[config.mk]
export PLATFORM = sky130hd
export DESIGN_NAME = td4x_core
export DESIGN_NICKNAME = d
export VERILOG_FILES = /design/src/rtl/td4x_pkg.sv /design/src/rtl/td4x_alu.sv /design/src/rtl/td4x_core.sv
export SDC_FILE = /design/constraint.sdc
export NUM_CORES = 1
export LEC_CHECK = 0
export CORE_MARGIN = 5
export CORE_UTILIZATION = 35
export CTS_CLUSTER_SIZE = 12
export DETAILED_ROUTE_END_ITERATION = 10
export GPL_ROUTABILITY_DRIVEN = 0
export PLACE_DENSITY = 0.66
export SETUP_SLACK_MARGIN = 0.02
export SLEW_MARGIN = 25
export SYNTH_ARGS = -nofsm -noshare
export SYNTH_HDL_FRONTEND = slang
export SYNTH_SLANG_ARGS = --single-unit
export TNS_END_PERCENT = 50
[constraint.sdc]
create_clock -name CLK -period 2.8 [get_ports CLK]
set_input_delay 0.56 -clock CLK [delete_from_list [all_inputs] [get_ports CLK]]
set_output_delay 0.56 -clock CLK [all_outputs]
set_load 0.02 [all_outputs]
[src/rtl/td4x_pkg.sv]
// Shared opcode map and FSM encoding for the TD4X core.
package td4x_pkg;

    typedef enum logic [1:0] {
        StFetch = 2'd0,
        StExec  = 2'd1,
        StHalt  = 2'd2
    } state_e;

    localparam logic [3:0] OpAddA   = 4'b0000;
    localparam logic [3:0] OpMovAB  = 4'b0001;
    localparam logic [3:0] OpInA    = 4'b0010;
    localparam logic [3:0] OpMovAIm = 4'b0011;
    localparam logic [3:0] OpMovBA  = 4'b0100;
    localparam logic [3:0] OpAddB   = 4'b0101;
    localparam logic [3:0] OpInB    = 4'b0110;
    localparam logic [3:0] OpMovBIm = 4'b0111;
    localparam logic [3:0] OpSubA   = 4'b1000;
    localparam logic [3:0] OpOutB   = 4'b1001;
    localparam logic [3:0] OpHlt    = 4'b1010;
    localparam logic [3:0] OpOutIm  = 4'b1011;
    localparam logic [3:0] OpJz     = 4'b1100;
    localparam logic [3:0] OpNop    = 4'b1101;
    localparam logic [3:0] OpJnc    = 4'b1110;
    localparam logic [3:0] OpJmp    = 4'b1111;

endpackage

[src/rtl/td4x_alu.sv]
// Combinational add/subtract unit; c is carry on add and borrow on subtract.
module td4x_alu #(
    parameter int N = 4
) (
    input  logic [N-1:0] a,
    input  logic [N-1:0] b,
    input  logic         sub,
    output logic [N-1:0] y,
    output logic         c,
    output logic         z
);

    logic [N:0] sum;

    // Bit N of the widened difference is set exactly when a < b.
    always_comb begin
        if (sub) begin
            sum = {1'b0, a} - {1'b0, b};
        end else begin
            sum = {1'b0, a} + {1'b0, b};
        end
    end

    assign y = sum[N-1:0];
    assign c = sum[N];
    assign z = (sum[N-1:0] == '0);

endmodule

[src/rtl/td4x_core.sv]
// TD4X processor core: fetch/exec/halt sequencer, PC, A/B registers, flags and output port.
module td4x_core
    import td4x_pkg::*;
#(
    parameter int N      = 4,
    parameter int ADDR_W = 4
) (
    input  logic              CLK,
    input  logic              CLR,
    input  logic [N+3:0]      D,
    input  logic              D_VALID,
    output logic [ADDR_W-1:0] A,
    output logic              FETCH,
    input  logic [N-1:0]      IN,
    output logic [N-1:0]      OUT,
    output logic              OUT_STB,
    output logic              HALTED
);

    if (N < 4 || N > 16) begin : gBadN
        $error("td4x_core: N must lie in 4..16");
    end
    if (ADDR_W > N) begin : gBadAddrW
        $error("td4x_core: ADDR_W must not exceed N");
    end

    state_e            state_q, state_d;
    logic [N+3:0]      ir_q;
    logic [ADDR_W-1:0] pc_q, pcNext;
    logic [N-1:0]      regA_q, regB_q, out_q;
    logic              c_q, z_q, outStb_q;

    logic [3:0]   op;
    logic [N-1:0] im;
    logic [N-1:0] aluA, aluY;
    logic         aluC, aluZ;

    assign op   = ir_q[N+3:N];
    assign im   = ir_q[N-1:0];
    assign aluA = (op == OpAddB) ? regB_q : regA_q;

    td4x_alu #(.N(N)) u_alu (
        .a   (aluA),
        .b   (im),
        .sub (op == OpSubA),
        .y   (aluY),
        .c   (aluC),
        .z   (aluZ)
    );

    always_ff @(posedge CLK) begin
        if (CLR) begin
            state_q <= StFetch;
        end else begin
            state_q <= state_d;
        end
    end

    always_comb begin
        state_d = state_q;
        unique case (state_q)
            StFetch: if (D_VALID) state_d = StExec;
            StExec:  state_d = (op == OpHlt) ? StHalt : StFetch;
            StHalt:  state_d = StHalt;
            default: state_d = StFetch;
        endcase
    end

    always_comb begin
        FETCH  = (state_q == StFetch);
        HALTED = (state_q == StHalt);
    end

    // Jump conditions use the flags as they stand before this instruction.
    always_comb begin
        pcNext = pc_q + ADDR_W'(1);
        case (op)
            OpJmp:   pcNext = im[ADDR_W-1:0];
            OpJnc:   if (!c_q) pcNext = im[ADDR_W-1:0];
            OpJz:    if (z_q) pcNext = im[ADDR_W-1:0];
            OpHlt:   pcNext = pc_q;
            default: ;
        endcase
    end

    always_ff @(posedge CLK) begin
        if (CLR) begin
            ir_q     <= '0;
            pc_q     <= '0;
            regA_q   <= '0;
            regB_q   <= '0;
            out_q    <= '0;
            c_q      <= 1'b0;
            z_q      <= 1'b0;
            outStb_q <= 1'b0;
        end else begin
            outStb_q <= 1'b0;
            if (state_q == StFetch && D_VALID) begin
                ir_q <= D;
            end
            if (state_q == StExec) begin
                pc_q <= pcNext;
                case (op)
                    OpAddA, OpSubA: begin
                        regA_q <= aluY;
                        c_q    <= aluC;
                        z_q    <= aluZ;
                    end
                    OpAddB: begin
                        regB_q <= aluY;
                        c_q    <= aluC;
                        z_q    <= aluZ;
                    end
                    OpMovAIm: regA_q <= im;
                    OpMovBIm: regB_q <= im;
                    OpMovAB:  regA_q <= regB_q;
                    OpMovBA:  regB_q <= regA_q;
                    OpInA:    regA_q <= IN;
                    OpInB:    regB_q <= IN;
                    OpOutB: begin
                        out_q    <= regB_q;
                        outStb_q <= 1'b1;
                    end
                    OpOutIm: begin
                        out_q    <= im;
                        outStb_q <= 1'b1;
                    end
                    default: ;
                endcase
            end
        end
    end

    assign A       = pc_q;
    assign OUT     = out_q;
    assign OUT_STB = outStb_q;

endmodule

Word level (Yosys, flattened, before mapping)
Cells that the tools add are included.
{"block": "op_classes", "bitwise_logic": 2, "div": 0, "addsub": 3, "shift": 0, "n_mul": 0, "n_eq_ne": 17, "magnitude_cmp": 0, "n_mux": 12, "reduce_logical": 16}
{"operator": "4-bit case mux with 4 select lines", "count": 3}
{"operator": "4-bit == test (second input constant)", "count": 7}
{"operator": "4-bit by 3-bit == test with 1-bit output (second input constant)", "count": 4}
{"operator": "4-bit two-way mux", "count": 3}
{"operator": "2-bit AND reduction", "count": 5}
{"operator": "4-bit by 2-bit == test with 1-bit output (second input constant)", "count": 2}
{"operator": "4-bit logical NOT", "count": 2}
{"operator": "4-bit case mux with 2 select lines", "count": 1}
{"operator": "4-bit nonzero test", "count": 2}
{"operator": "2-bit case mux with 3 select lines", "count": 1}
{"operator": "2-bit OR reduction", "count": 3}
{"operator": "4-bit by 4-bit adder with 5-bit output", "count": 1}
{"operator": "5-bit two-way mux", "count": 1}
{"operator": "4-bit by 4-bit subtractor with 5-bit output", "count": 1}
{"operator": "4-bit by 1-bit adder with 4-bit output (second input constant)", "count": 1}
{"operator": "4-bit by 1-bit == test with 1-bit output (second input constant)", "count": 1}
{"operator": "2-bit two-way mux", "count": 2}
{"operator": "3-bit OR reduction", "count": 1}
{"operator": "2-bit by 1-bit == test with 1-bit output (second input constant)", "count": 1}
{"operator": "2-bit == test (second input constant)", "count": 1}
{"operator": "2-bit logical NOT", "count": 1}
{"operator": "2-bit inequality test (second input constant)", "count": 1}
{"operator": "1-bit NOT", "count": 2}
{"operator": "2-bit nonzero test", "count": 1}
{"operator": "other kinds (2)", "count": 2}
{"block": "word_totals", "romBits": 0, "inputBits": 15, "elab_cells": 59, "memories": 0, "mem_bits_rw": 0, "out_inout_bits": 11, "latch_bits": 0, "reg_bits": 29}

Depth between registers and ports, before layout
{"block": "depth", "word_depth": 5, "mapped_depth": 11, "mapped_depth_nobuf": 10}

Modules after synthesis
Synthesis repeated with hierarchy kept, for this count alone.
{"block": "hier_totals", "hier_cells": 219, "area_unflattened_um2": 1861.8}
{"mod": "td4x_core", "cells_per_inst": 184, "area_each_um2": 1614.0, "instances": 1, "seq_area_each_um2": 580.6}
{"mod": "td4x_alu", "cells_per_inst": 35, "area_each_um2": 247.7, "instances": 1, "seq_area_each_um2": 0.0}

Worst setup path after synthesis
OpenSTA, ideal clock, no wires.
{"block": "synth_path", "path_kind": "reg2reg", "from": "reg ir_q[5]", "to": "reg regA_q[3]", "stages_incl_launch_ff": 11, "t_arrival_ns": 2.424, "slack_ns": 0.310, "t_required_ns": 2.734, "period_less_slack_ns": 2.490, "n_path_buf": 2, "setup_time_ns": 0.066, "cell_sequence": "dfxtp_1 clkbuf_2 buf_4 nor3_2 mux2_2 ha_1 a21oi_1 o21ai_0 xnor2_1 a221o_1 a21oi_2"}
{"block": "synth_between", "elab_chain_cells": 5, "word_cells_on_any_way": 14, "cone_classes": "2 x add/sub; 5 x eq/ne; 3 x mux; 4 x reduce/logical"}
{"item": "from (decl)", "line_no": "td4x_core.sv:28", "rtl": "logic [N+3:0] ir_q;"}
{"item": "from (signal assigned)", "line_no": "td4x_core.sv:88", "rtl": "ir_q <= '0;"}
{"item": "from (signal assigned)", "line_no": "td4x_core.sv:99", "rtl": "ir_q <= D;"}
{"item": "4-bit by 3-bit == test with 1-bit output", "line_no": "td4x_core.sv:40", "rtl": "assign aluA = (op == OpAddB) ? regB_q : regA_q;"}
{"item": "4-bit two-way mux", "line_no": "td4x_core.sv:40"}
{"item": "4-bit by 4-bit adder with 5-bit output / 4-bit by 4-bit subtractor with 5-bit output (equally long branches)", "line_no": "td4x_alu.sv:20, td4x_alu.sv:18"}
{"item": "5-bit two-way mux", "line_no": "td4x_alu.sv:17", "rtl": "if (sub) begin"}
{"item": "4-bit case mux with 4 select lines", "line_no": "td4x_core.sv:103", "rtl": "case (op)"}
{"item": "to (signal assigned)", "line_no": "td4x_core.sv:105", "rtl": "regA_q <= aluY;"}
{"item": "to (signal assigned)", "line_no": "td4x_core.sv:114", "rtl": "OpMovAIm: regA_q <= im;"}
{"item": "to (signal assigned)", "line_no": "td4x_core.sv:116", "rtl": "OpMovAB: regA_q <= regB_q;"}
{"item": "to (decl)", "line_no": "td4x_core.sv:30", "rtl": "logic [N-1:0] regA_q, regB_q, out_q;"}
Parallel ways exist; a longest one is shown, timed or not.
A chain may end at the register's enable or synchronous reset.

Worst setup path after layout
{"block": "layout_path", "from": "reg ir_q[7]", "to": "reg regA_q[3]"}
The elaborated chain is that of the path after synthesis.

==> results.tsv <==
metric	value	unit
hold_buf cts	0	
worst-path fanout max	8	
worst hold slack	0.476	ns
Nets	275	
register area share after synthesis	0.320	
leakage	0.780	nW
DR iter-0 viols	117	
worst skew pair latency	0.28	ns
final worst slack	0.242	ns
dominant synthesized flop cell	dfxtp_1	
Tot GR Track Use	0.138	
Vias	1658	
top cells by area, synth	dfxtp_1 32%, nand2_1 7.2%, nor2_1 6.2%	
Antenna Violating Nets Remaining	0	
Reg2Reg Depth	10	
Final setup viols	0	
Worst EP arrival	2.78	ns
IO Pins	26	
Die Y	82.0	um
Placement Cell Area	2090	um2
Mapped Cells	229	
Sink Count	29	
Synth cell types	51	
CP Capture Type	flop	
WS Path Type	flop to flop	
synth warn	0	
area occupied by multi-input gates	1110	um2
vias in the first global route	1545	
Overflow after GRT	0	
DIE AREA	6730	um2
ant diodes	0	
final slew viol count	0	
fin area	2190	um2
Setup crit end	regA_q[3]	
outcome	finished, final reports clean	
Slew @ Worst Pin	0.418	ns
Max Cap Violations	0	
Routed WL	4280	um
starting density of the core	0.358	
VDD IR max	0.174	mV
post-CTS sizing	0	
CTS tree	yes	
unrepaired setup endpoints after global routing	no	
setup slack, reg-to-reg	0.24	ns
post-CTS setup buffers	0	
reg2reg start	ir_q[7]	
# DRC	0	
synth-to-layout area growth	20.6	%
fin crit share	0.913	
Peak Freq	0.391	GHz
final-report hold violation count	0	
fin crit period	2.56	ns
Clock Skews	0.00179	ns
Clock Root Buffer	clkbuf_8	
max_slew headroom	0.714	
Syn Nets	251	
core area	5070	um2
Register Area	582	um2
num rows	26	
fillers	547	
post-synth top area share	0.320	
asr flop ratio synth	0	
IO buf count	25	
Die Width	82.0	um
placed wire-length estimate	3190	um
first-pass GRT wire length	7060	um
Critical Path RT	3.03	ns
initial antenna violation count	0	
startpoint class of the critical path	flop	
WL/cell	13.2	um
Yosys reg bits	29	
Mapped Area	1820	um2
Avg Cell Area, Syn	7.93	um2
largest net degree at the start of global routing	24	
setup TNS	0	ns
Worst Setup SP	ir_q[7]	
reg2reg end	regA_q[3]	
Setup Slack @ Placement	0.197	ns
Hold WC Path Type	flop to flop	
via/cell ratio	5.12	
EDFF count, synth	0	
Synth area leader	dfxtp_1	
drt pass-1 iters	4	
layout cell share with drive strength beyond 1	0.106	
Power Density	479	nW/um2
Num CTS Buffers	5	
H-tree Lvls	2	
Longest Clk Path Bufs	2	
CTS clk-pin slew, worst paths	0.07	ns
## cell families after synthesis
group,synth area share
adders and majority gates,0.0524
and+or+nand+nor,0.250
xor gates and xnor gates,0.0241
AOI/OAI and AO/OA,0.202
DFF,0.320
muxes,0.0772
buffers and inverters,0.0744
## how the worst min path moves through the flow
stage / from / end / slack [ns] / depth (start not counted)
floorplan: regA_q[1] / regA_q[1] / 0.44 / 2
global placement: OUT[1] / OUT[1] / 0.46 / 2
detailed placement: regA_q[1] / regA_q[1] / 0.47 / 2
CTS: regA_q[1] / regA_q[1] / 0.48 / 2
global route: OUT[2] / OUT[2] / 0.50 / 2
finish: OUT[2] / OUT[2] / 0.48 / 2
## flip-flops by register name, summed over array words and instances, names as in the netlist
register	cells
regA_q	4
OUT	4
state_q	2
A	4
OUT_STB	1
ir_q	8
regB_q	4
z_q	1
c_q	1
## synth_stat cells (3+ instances only)
cell,number
nand2_1,35
nor2_1,30
dfxtp_1,29
a21oi_1,22
o21ai_0,14
inv_1,10
mux2i_1,8
ha_1,6
nand3_1,6
nor3_1,5
clkbuf_1,4
nand2b_1,4
xnor2_1,4
clkbuf_8,3
mux2_2,3
o221ai_1,3
## report_power, final
part | internal, W | switching [W] | leakage (nW)
clock | 0.000171 | 0.000171 | 0.0439
sequential | 0.000432 | 0.0000259 | 0.236
combinational | 0.000113 | 0.000136 | 0.500
## metal layers
metal  up-vias  wire, um  track usage
met2        48      1970        0.223
li1        851         -            -
met5         -         0            0
met4         0        99       0.0681
met3        10       228       0.0318
met1       749      1980        0.171
## cell usage in the layout (no fill, tap or decap), drive strengths merged, types with 2 or more instances in the layout
cell,n
or2,3
clkinv,2
nand2,35
a311oi,2
o21ai,14
nand2b,4
nand3,6
xnor2,4
a21oi,23
mux2,3
nor3,6
clkdlybuf4s50,25
buf,5
o311ai,2
a22oi,2
inv,10
o221ai,3
or3,2
mux2i,8
dfxtp,29
nor2,30
nor2b,2
clkbuf,5
nor3b,2
ha,6
## critical path, cell delays in order, from the launching register on
cell	delay, ns
dfxtp_1	0.38
nand2b_1	0.26
nor3_2	0.19
buf_4	0.16
mux2_2	0.35
ha_1	0.28
nand2_1	0.04
o21ai_0	0.19
xnor2_1	0.14
a221o_1	0.37
a21oi_2	0.12
## per-stage QoR
stage	total power, W	utilization	std cells
finish	0.00105	0.431	324
global route	0.00111	0.431	324
CTS	0.00105	0.429	324
detailed placement	0.000712	0.412	316
global placement	0.000709	0.412	316
floorplan	0.000644	-	229
## final cells by class
type / count / area share
clock buffers: 5 / 0.0314
clock inverters: 3 / 0.00800
inverters: 10 / 0.0171
multi-input cells: 177 / 0.506
flip-flops and latches: 29 / 0.266
well taps: 70 / 0.0400
repair buffers: 30 / 0.131
Note: power is estimated with default switching activity, not from simulation.
